$ cat config.mk
export PLATFORM = sky130hd
export DESIGN_NAME = store_drain_unit
export DESIGN_NICKNAME = d
export VERILOG_FILES = /design/src/rtl/store_drain_unit_pkg.sv /design/src/rtl/store_drain_unit_counter.sv /design/src/rtl/store_drain_unit.sv
export SDC_FILE = /design/constraint.sdc
export NUM_CORES = 1
export LEC_CHECK = 0
export ABC_AREA = 1
export BUFFER_PORTS_ARGS = -buffer_cell sky130_fd_sc_hd__clkbuf_2
export CAP_MARGIN = 10
export CORE_UTILIZATION = 43
export CTS_BUF_LIST = sky130_fd_sc_hd__clkbuf_2 sky130_fd_sc_hd__clkbuf_4 sky130_fd_sc_hd__clkbuf_8
export DETAILED_ROUTE_END_ITERATION = 10
export HOLD_SLACK_MARGIN = 0.03
export PLACE_DENSITY = 0.79
export SLEW_MARGIN = 10
export SYNTH_ARGS = -nofsm -noshare
export SYNTH_HDL_FRONTEND = slang
export SYNTH_SLANG_ARGS = --single-unit
$ cat constraint.sdc
create_clock -name clk -period 2.2 [get_ports clk]
set_input_delay 0.44 -clock clk [delete_from_list [all_inputs] [get_ports clk]]
set_output_delay 0.44 -clock clk [all_outputs]
set_load 0.02 [all_outputs]
$ cat src/rtl/store_drain_unit_pkg.sv
// Shared widths, depth and FSM state encoding for the store drain unit.
package store_drain_unit_pkg;
    localparam int ADDR_WIDTH_DEF    = 32;
    localparam int DATA_WIDTH_DEF    = 32;
    localparam int STORE_QUEUE_DEPTH = 16;

    typedef enum logic [1:0] {
        IDLE     = 2'd0,
        POP_WAIT = 2'd1,
        BUS_REQ  = 2'd2
    } drain_state_t;
endpackage

$ cat src/rtl/store_drain_unit_counter.sv
// Pending-store counter: adds 0..2 and subtracts 0..1 per cycle, saturating at MAX_VAL.
module sat_up_down_counter #(
    parameter int MAX_VAL = 16,
    parameter int W       = $clog2(MAX_VAL + 1)
) (
    input  logic         clk,
    input  logic         rst,
    input  logic [1:0]   inc_i,
    input  logic         dec_i,
    output logic [W-1:0] cnt_o,
    output logic         sat_o
);
    logic [W-1:0] cnt_q, cnt_d;
    logic [W:0]   sum;

    always_comb begin
        // One extra bit so an overshoot past MAX_VAL is visible before truncation.
        sum   = {1'b0, cnt_q} + {{(W-1){1'b0}}, inc_i} - {{W{1'b0}}, dec_i};
        sat_o = 1'b0;
        cnt_d = sum[W-1:0];
        if (sum > (W+1)'(MAX_VAL)) begin
            sat_o = 1'b1;
            cnt_d = W'(MAX_VAL);
        end
    end

    always_ff @(posedge clk) begin
        if (rst) cnt_q <= '0;
        else     cnt_q <= cnt_d;
    end

    assign cnt_o = cnt_q;
endmodule

$ cat src/rtl/store_drain_unit.sv
// Drains committed stores from the store queue onto the data-memory write port.
// state    | meaning
// IDLE     | no store in flight; pops when committed stores are pending
// POP_WAIT | pop issued, store queue presents the entry this cycle
// BUS_REQ  | dmem_req held with captured addr/data until dmem_ack
module store_drain_unit
    import store_drain_unit_pkg::*;
#(
    parameter int ADDR_WIDTH = ADDR_WIDTH_DEF,
    parameter int DATA_WIDTH = DATA_WIDTH_DEF,
    parameter int QUEUE      = STORE_QUEUE_DEPTH,
    parameter int CNT_WIDTH  = $clog2(QUEUE + 1)
) (
    input  logic                  clk,
    input  logic                  rst,
    input  logic [1:0]            commit_store_num,
    output logic                  store_valid,
    input  logic                  mem_write_en,
    input  logic [ADDR_WIDTH-1:0] mem_waddr,
    input  logic [DATA_WIDTH-1:0] mem_wdata,
    output logic                  dmem_req,
    output logic [ADDR_WIDTH-1:0] dmem_addr,
    output logic [DATA_WIDTH-1:0] dmem_wdata,
    input  logic                  dmem_ack,
    output logic [CNT_WIDTH-1:0]  pending_cnt,
    output logic                  drain_empty,
    output logic                  err
);
    drain_state_t          state_q, state_d;
    logic [ADDR_WIDTH-1:0] addr_q, addr_d;
    logic [DATA_WIDTH-1:0] wdata_q, wdata_d;
    logic                  err_q, err_d;
    logic [1:0]            commit_eff;
    logic                  bad_commit, pop_err, cnt_sat;

    assign bad_commit = (commit_store_num == 2'd3);
    assign commit_eff = bad_commit ? 2'd2 : commit_store_num;

    sat_up_down_counter #(
        .MAX_VAL (QUEUE),
        .W       (CNT_WIDTH)
    ) u_pending (
        .clk   (clk),
        .rst   (rst),
        .inc_i (commit_eff),
        .dec_i (store_valid),
        .cnt_o (pending_cnt),
        .sat_o (cnt_sat)
    );

    always_comb begin
        state_d     = state_q;
        addr_d      = addr_q;
        wdata_d     = wdata_q;
        store_valid = 1'b0;
        pop_err     = 1'b0;
        unique case (state_q)
            IDLE: begin
                store_valid = (pending_cnt != '0);
                if (store_valid) state_d = POP_WAIT;
            end
            POP_WAIT: begin
                if (mem_write_en) begin
                    addr_d  = mem_waddr;
                    wdata_d = mem_wdata;
                    state_d = BUS_REQ;
                end else begin
                    pop_err = 1'b1;
                    state_d = IDLE;
                end
            end
            BUS_REQ: begin
                if (dmem_ack) begin
                    // Issue the next pop in the ack cycle to sustain one store per two cycles.
                    store_valid = (pending_cnt != '0);
                    state_d     = store_valid ? POP_WAIT : IDLE;
                end
            end
            default: state_d = IDLE;
        endcase
        err_d = err_q | pop_err | cnt_sat | bad_commit;
    end

    always_ff @(posedge clk) begin
        if (rst) begin
            state_q <= IDLE;
            addr_q  <= '0;
            wdata_q <= '0;
            err_q   <= 1'b0;
        end else begin
            state_q <= state_d;
            addr_q  <= addr_d;
            wdata_q <= wdata_d;
            err_q   <= err_d;
        end
    end

    assign dmem_req    = (state_q == BUS_REQ);
    assign dmem_addr   = addr_q;
    assign dmem_wdata  = wdata_q;
    assign drain_empty = (state_q == IDLE) && (pending_cnt == '0);
    assign err         = err_q;
endmodule

==> summary.txt, run 1 <==
Synth area leader: dfxtp_1
Setup Crit Path Kind: reg -> reg
Num ports: 143
Die Y: 84.2 um
Sequential group share of total power: 28.9%
Routed Wire Length: 7130 um
Largest cells by area after synthesis: dfxtp_1, a21oi_1, inv_1
Hold WC Path Type: in -> reg
Placement row count: 29
Synth Instances: 368
Violated checks: DRC, setup timing
Crit path launch type: flop
Fmax: 392 MHz
Hold_buf cts: 0
Unrepaired setup endpoints after global routing: yes
Clock transition at path regs: 0.07 ns
Final Max Tran Viols: 0
Placer Congestion: 0.768
Final Hold Vio Count: 0
Chip width: 84.2 um
Root Driver: clkbuf_8
Net switching power: 2.38 mW
Tcrit/Tclk final: 116%
DR pass1 iterations: 7
Routed WL per cell: 11.7 um
Worst path required time: 2.47 ns
Critical path data arrival time: 2.82 ns
Synth top area share: 49.6%
Post-synthesis sequential area ratio: 49.6%
CP max stage delay: 0.55 ns
Outcome: complete, but fails checks
Top delay family on crit path: adder cells
Leakage: 1.99 nW
Die area: 0.00709 mm2
Core Box Area: 0.00642 mm2
First-pass GRT wire length: 11,400 um
Cell breakdown of the critical path: inv_4 > ha_4 > nand4_1 > inv_2 > nor2_4 > ha_4 > inv_4 > ha_4 > inv_2 > fa_2 > nand2_2 > nor2_2 > nand3_2 > nand2_2 > nand3_4 > nor2_2
Num CTS Buffers: 9
Max IR drop VDD: 1.24 mV
Clk Latency, worst-skew pair: 0.34 ns
Final Cell Area: 0.00416 mm2
Post-Place Cell Area: 0.00381 mm2
Hold slack: 0.312 ns
Vias in the first global route: 2,754
Slowest cell on the critical path: fa_2
Worst path buffer plus inverter count: 4
Clock group share of total power: 19.7%
Synth warn: 0
PnR worst setup slack: -0.351 ns
Syn Nets: 447
Via total after detailed routing: 2,911
Initial Util: 45.2%
Remaining DRCs: 22
Synth-to-layout area growth: 43.3%
Clock skew: 0.00614 ns
H-tree levels: 3
Pwr Density: 1430 mW/mm2
GRT Overall Usage: 20.1%
N_diodes: 0
HPWL after DPL: 4970 um
Crit. End Element: flop
Final ANT Viol Nets: 0
CTS sink cnt: 72
Sw frac: 40.0%
Initial DRC count: 86
Int Pwr: 3.56 mW
Number of synthesized register bits: 72
Total gr overflow: 0
Slew @ Worst Pin: 0.562 ns
Max_cap viols: 0
Distinct cells, synth: 26
Area of the mapped netlist: 0.00291 mm2
Antenna violations before repair: 0
Vias per inst: 4.76
Pin count of the biggest net entering global routing: 68
Fin nets: 608
Gate power share: 51.4%
IO Port Bufs: 142
Crit-path max FO: 4
Syn Area/Cell: 7.89 um2
Final setup vio count: 6
TritonCTS clock tree: yes
Clock buffer depth: 2
Layout cells sized above 1: 40.1%
CP dominant cell by count: ha_4
Crit path time final: 2.55 ns
Slew HR: 62.6%
==> placed cells by master, fill, tap and decap left out, drive strengths merged <==
| cell type | instances |
|---|---|
| nand2 | 16 |
| a211oi | 1 |
| inv | 92 |
| dfxtp | 72 |
| a21oi | 67 |
| nor2 | 9 |
| nor3 | 3 |
| bufinv | 2 |
| clkinvlp | 1 |
| clkinv | 1 |
| fa | 1 |
| o21ai | 66 |
| ha | 8 |
| xnor2 | 1 |
| and2 | 1 |
| clkbuf | 152 |
| nand3 | 8 |
| nand4 | 2 |
| nand3b | 1 |
| buf | 30 |
==> final cells by class <==
class	count	area [um2]
timing repair buffer	171	956
fill	545	2260
multi-input combinational	184	1090
tap	77	96.3
clock inverter	5	78.8
sequential	72	1450
inverter	91	349
clock buffer	11	145
==> path summary, 6_finish.rpt <==
path / from / end / slack (ns) / depth (start not counted)
worst max-delay path: u_pending.cnt_o[2] / u_pending.cnt_o[3] / -0.35 / 16
worst min-delay path: rst / state_q[1] / 0.31 / 2
worst max register to register: u_pending.cnt_o[2] / u_pending.cnt_o[3] / -0.35 / 16
worst min register to register: dmem_wdata[22] / dmem_wdata[22] / 0.44 / 2
==> stage by stage <==
step | setup TNS, ns | setup slack (ns) | util, % | total power [mW] | instances
3_5_place_dp | -2.07 | -0.385 | 59.3 | 4.20 | 587
3_3_place_gp | -1.53 | -0.300 | 59.3 | 4.11 | 587
6_report | -1.87 | -0.351 | 64.8 | 5.94 | 611
5_1_grt | -2.33 | -0.436 | 64.8 | 6.31 | 611
4_1_cts | -1.38 | -0.230 | 64.2 | 5.74 | 611
2_1_floorplan | -1.50 | -0.293 | - | 3.36 | 368
==> kinds of logic (layout without fill, tap and decap cells) <==
family	Yosys count	in the layout	share of synthesized area, %
xor gates and xnor gates	1	1	0.302
buffers and inverters	112	278	15.9
DFF	72	72	49.6
and+or+nand+nor	40	40	6.72
adders and majority gates	9	9	4.13
AOI/OAI and AO/OA	134	134	23.3
==> synth_stat cells <==
library cell	instances
nand3_2	1
nand3b_1	1
o21ai_0	21
nand4_1	2
a21oi_1	66
nand3_4	1
inv_2	3
o21ai_1	45
clkbuf_1	3
buf_1	1
nand2_1	15
a21oi_2	1
nor3_1	3
a211oi_1	1
nor2_1	9
buf_6	1
ha_1	8
fa_1	1
nand2_2	1
nand3_1	6
buf_2	10
and2_1	1
xnor2_1	1
inv_1	88
dfxtp_1	72
buf_4	6
==> power by group through the flow <==
stage	Clock [mW]	Sequential, mW	Combinational, mW
after detailed placement	0	1.74	2.46
after floorplan	0	2.06	1.31
after global placement	0	1.72	2.38
after global routing	1.25	1.75	3.32
after CTS	1.19	1.71	2.84
final	1.17	1.72	3.05
==> worst reg2reg max path: stages, from the launching register on <==
cell     delay, ns
dfxtp_4       0.36
inv_4         0.04
ha_4          0.14
nand4_1       0.13
inv_2         0.08
nor2_4        0.14
ha_4          0.22
inv_4         0.05
ha_4          0.13
inv_2         0.04
fa_2          0.55
nand2_2       0.05
nor2_2        0.10
nand3_2       0.11
nand2_2       0.13
nand3_4       0.12
nor2_2        0.11
==> registers in the layout, summed over array words and instances (netlist names) <==
register         flops
dmem_wdata          32
dmem_addr           32
err                  1
state_q              2
u_pending.cnt_o      5
==> layer usage <==
| metal | routed length [um] | part of all wire (%) | GRT usage (%) |
|---|---|---|---|
| met3 | 506 | 7.1 | 5.80 |
| met5 | 0 | 0 | 0 |
| met2 | 3440 | 48 | 36.7 |
| met4 | 252 | 3.5 | 11.6 |
| met1 | 2930 | 41 | 20.4 |
==> timing repair <==
action,in CTS,in global routing
pin swaps,7,10
gates resized for setup,5,12
setup buffers,8,4
endpoints found under the setup margin,6,7
No activity file was read; power rests on OpenSTA's default activity.
==> run 2, diff against run 1 <==
--- a/config.mk
+++ b/config.mk
@@ -8,11 +8,13 @@
 export ABC_AREA = 1
 export BUFFER_PORTS_ARGS = -buffer_cell sky130_fd_sc_hd__clkbuf_2
 export CAP_MARGIN = 10
-export CORE_UTILIZATION = 43
+export CELL_PAD_IN_SITES_DETAIL_PLACEMENT = 0
+export CELL_PAD_IN_SITES_GLOBAL_PLACEMENT = 2
+export CORE_UTILIZATION = 22
 export CTS_BUF_LIST = sky130_fd_sc_hd__clkbuf_2 sky130_fd_sc_hd__clkbuf_4 sky130_fd_sc_hd__clkbuf_8
 export DETAILED_ROUTE_END_ITERATION = 10
-export HOLD_SLACK_MARGIN = 0.03
-export PLACE_DENSITY = 0.79
+export HOLD_SLACK_MARGIN = 0.08
+export PLACE_DENSITY_LB_ADDON = 0.1
 export SLEW_MARGIN = 10
 export SYNTH_ARGS = -nofsm -noshare
 export SYNTH_HDL_FRONTEND = slang
==> run 2 against run 1 <==
  * The run ends with setup timing left
  * Utilization shrank 32 points
  * Final cell count up 14%
  * Worst setup slack gained 0.074 ns
  * Power decreased by 3.2%
  * Largest cell class unchanged
  * Highest routed layer unchanged
==> summary.txt, run 2 (synthesized netlist as in run 1, its figures left out) <==
Gate power share: 47.6% (-3.8 points)
IO Port Bufs: 142 (unchanged)
Slowest cell on the critical path: fa_2
Via total after detailed routing: 2,773 (-4.7%)
Final Cell Area: 0.00422 mm2 (+1.4%)
Int Pwr: 3.50 mW (-1.8%)
CTS sink cnt: 72 (unchanged)
Antenna violations before repair: 0 (unchanged)
Worst reg2reg setup slack: -0.28 ns (+0.07 ns)
Fin cells: 699 (+14%)
Hold path depth: 2 (unchanged)
Final Max Tran Viols: 0 (unchanged)
Worst path buffer plus inverter count: 4 (unchanged)
Layout cells sized above 1: 38.9% (-1.2 points)
Final setup vio count: 6 (unchanged)
First-pass GRT wire length: 12,200 um (+7.0%)
Setup Crit Path Kind: reg -> reg
Vias in the first global route: 2,498 (-9.3%)
Sw frac: 39.2% (-0.84 points)
Remaining DRCs: 0 (-100%)
Routed Wire Length: 8010 um (+12%)
Synth-to-layout area growth: 45.3%
Clock skew: 0.00868 ns (+0.00255 ns)
Crit-path max FO: 4 (unchanged)
Total gr overflow: 0 (unchanged)
DR pass1 iterations: 4 (-3)
PnR worst setup slack: -0.277 ns (+0.0736 ns)
Hold slack: 0.304 ns (-0.00731 ns)
Crit. End Element: flop
Post-Place Cell Area: 0.00389 mm2 (+2.2%)
Top delay family on crit path: adder cells
Post-Place Cells: 679 (+16%)
Clock buffer depth: 2 (unchanged)
Slew HR: 62.3% (-0.29 points)
Violated checks: setup timing
Die area: 0.0137 mm2 (+93%)
Placement row count: 41 (+41%)
Sequential group share of total power: 29.7% (+0.8 points)
Net switching power: 2.25 mW (-5.2%)
H-tree levels: 3 (unchanged)
Chip width: 117 um (+39%)
Most frequent cells in the layout: clkbuf_2, inv_1, dfxtp_1
Clock transition at path regs: 0.08 ns (about the same)
N_diodes: 0 (unchanged)
Hold_buf cts: 0 (unchanged)
R2R cell count: 16 (unchanged)
GRT Max-Usage Layer: met2
TritonCTS clock tree: yes
Tcrit/Tclk final: 113% (-3.3 points)
Clock group share of total power: 22.7% (+3.0 points)
Met3 global-route usage: 5.05% (-0.76 points)
Met2 Use GR: 19.5% (-17 points)
Die Y: 117 um (+39%)
GRT Overall Usage: 11.8% (-8.3 points)
Max IR drop VDD: 0.605 mV (-51%)
Placer Congestion: 0.729 (-5.1%)
Num ports: 143 (unchanged)
HP Start: rst
Routed WL per cell: 11.5 um (-1.7%)
Worst path required time: 2.48 ns (about the same)
CP max stage delay: 0.57 ns (+0.02 ns)
Critical path data arrival time: 2.76 ns (-0.06 ns)
Initial DRC count: 104 (+21%)
Leakage: 1.96 nW (-1.5%)
Worst Hold End: state_q[1]
Fill cells: 1,437 (+160%)
Core Box Area: 0.0127 mm2 (+98%)
HPWL after DPL: 5520 um (+11%)
Crit Reg-Reg Endpoint: u_pending.cnt_o[2]
Crit path launch type: flop
Setup tns final: -1.47 ns (+0.403 ns)
Pwr Density: 1360 mW/mm2 (-4.5%)
Fmax: 404 MHz (+3.0%)
Initial Util: 22.8% (-22 points)
Vias per inst: 3.97 (-17%)
Root Driver: clkbuf_8
Slew @ Worst Pin: 0.566 ns (+0.00439 ns)
Final Hold Vio Count: 0 (unchanged)
Met1 Track Usage GR: 13.9% (-6.6 points)
Outcome: complete, but fails checks
Most common cell after layout, fill and taps aside: clkbuf_2
Fin nets: 601 (-1.2%)
Final ANT Viol Nets: 0 (unchanged)
Unrepaired setup endpoints after global routing: yes
Hold WC Path Type: in -> reg
Max_cap viols: 0 (unchanged)
Num CTS Buffers: 9 (unchanged)
Cell breakdown of the critical path: inv_4 > ha_4 > nand4_1 > inv_2 > nor2_4 > ha_4 > inv_2 > ha_4 > inv_2 > fa_2 > nand2_1 > nor2_1 > nand3_1 > nand2_2 > nand3_4 > nor2_2
Crit path time final: 2.48 ns (-0.0736 ns)
R2r startpoint: u_pending.cnt_o[3]
Clk Latency, worst-skew pair: 0.35 ns (about the same)
Pin count of the biggest net entering global routing: 130 (+91%)
-- run 2: repair_timing --
action,4_1_cts,5_1_grt
resized for setup,5,8
gates cloned,0,0
buffers inserted,6,2
pin swaps,8,8
setup endpoints to repair,6,7
-- run 2: worst max-delay path by stage --
stage                       start            endpoint  slack, ns  cells after the start
2_1_floorplan  u_pending.cnt_o[3]                 err      -0.29                     17
3_3_place_gp             dmem_ack                 err      -0.35                     16
3_5_place_dp             dmem_ack  u_pending.cnt_o[0]      -0.36                     15
4_1_cts        u_pending.cnt_o[2]  u_pending.cnt_o[0]      -0.31                     16
5_1_grt        u_pending.cnt_o[2]  u_pending.cnt_o[2]      -0.45                     16
6_report       u_pending.cnt_o[3]  u_pending.cnt_o[2]      -0.28                     16
-- run 2: metrics by stage --
step,util [%],power [mW],setup WS (ns)
finish,33.2,5.75,-0.277
global route,33.2,6.25,-0.452
CTS,33.0,5.73,-0.314
floorplan,-,3.36,-0.293
global placement,30.6,4.16,-0.353
detailed placement,30.6,4.16,-0.356
-- run 2: per-layer routing --
metal | part of all wire (%) | wire (um) | up-vias
met2 | 44 | 3560 | 82
met3 | 7.8 | 623 | 6
met5 | 0 | 0 | -
met1 | 47 | 3730 | 1206
met4 | 1.2 | 95 | 0
li1 | - | - | 1479
-- run 2: area by class of cell --
type / instances / area (um2) / share of cell area (%)
timing repair buffer: 164 / 891 / 21.1
clock buffer: 11 / 139 / 3.29
inverter: 91 / 347 / 8.21
clock inverter: 5 / 104 / 2.46
tap: 172 / 215 / 5.10
sequential: 72 / 1450 / 34.3
multi-input combinational: 184 / 1080 / 25.5
-- run 2: power groups by stage --
stage,Combinational (mW),Sequential (mW),Clock (mW)
after floorplan,1.31,2.06,0
after detailed placement,2.42,1.74,0
after global placement,2.44,1.73,0
after global routing,3.08,1.75,1.42
final,2.74,1.71,1.30
after CTS,2.66,1.72,1.36
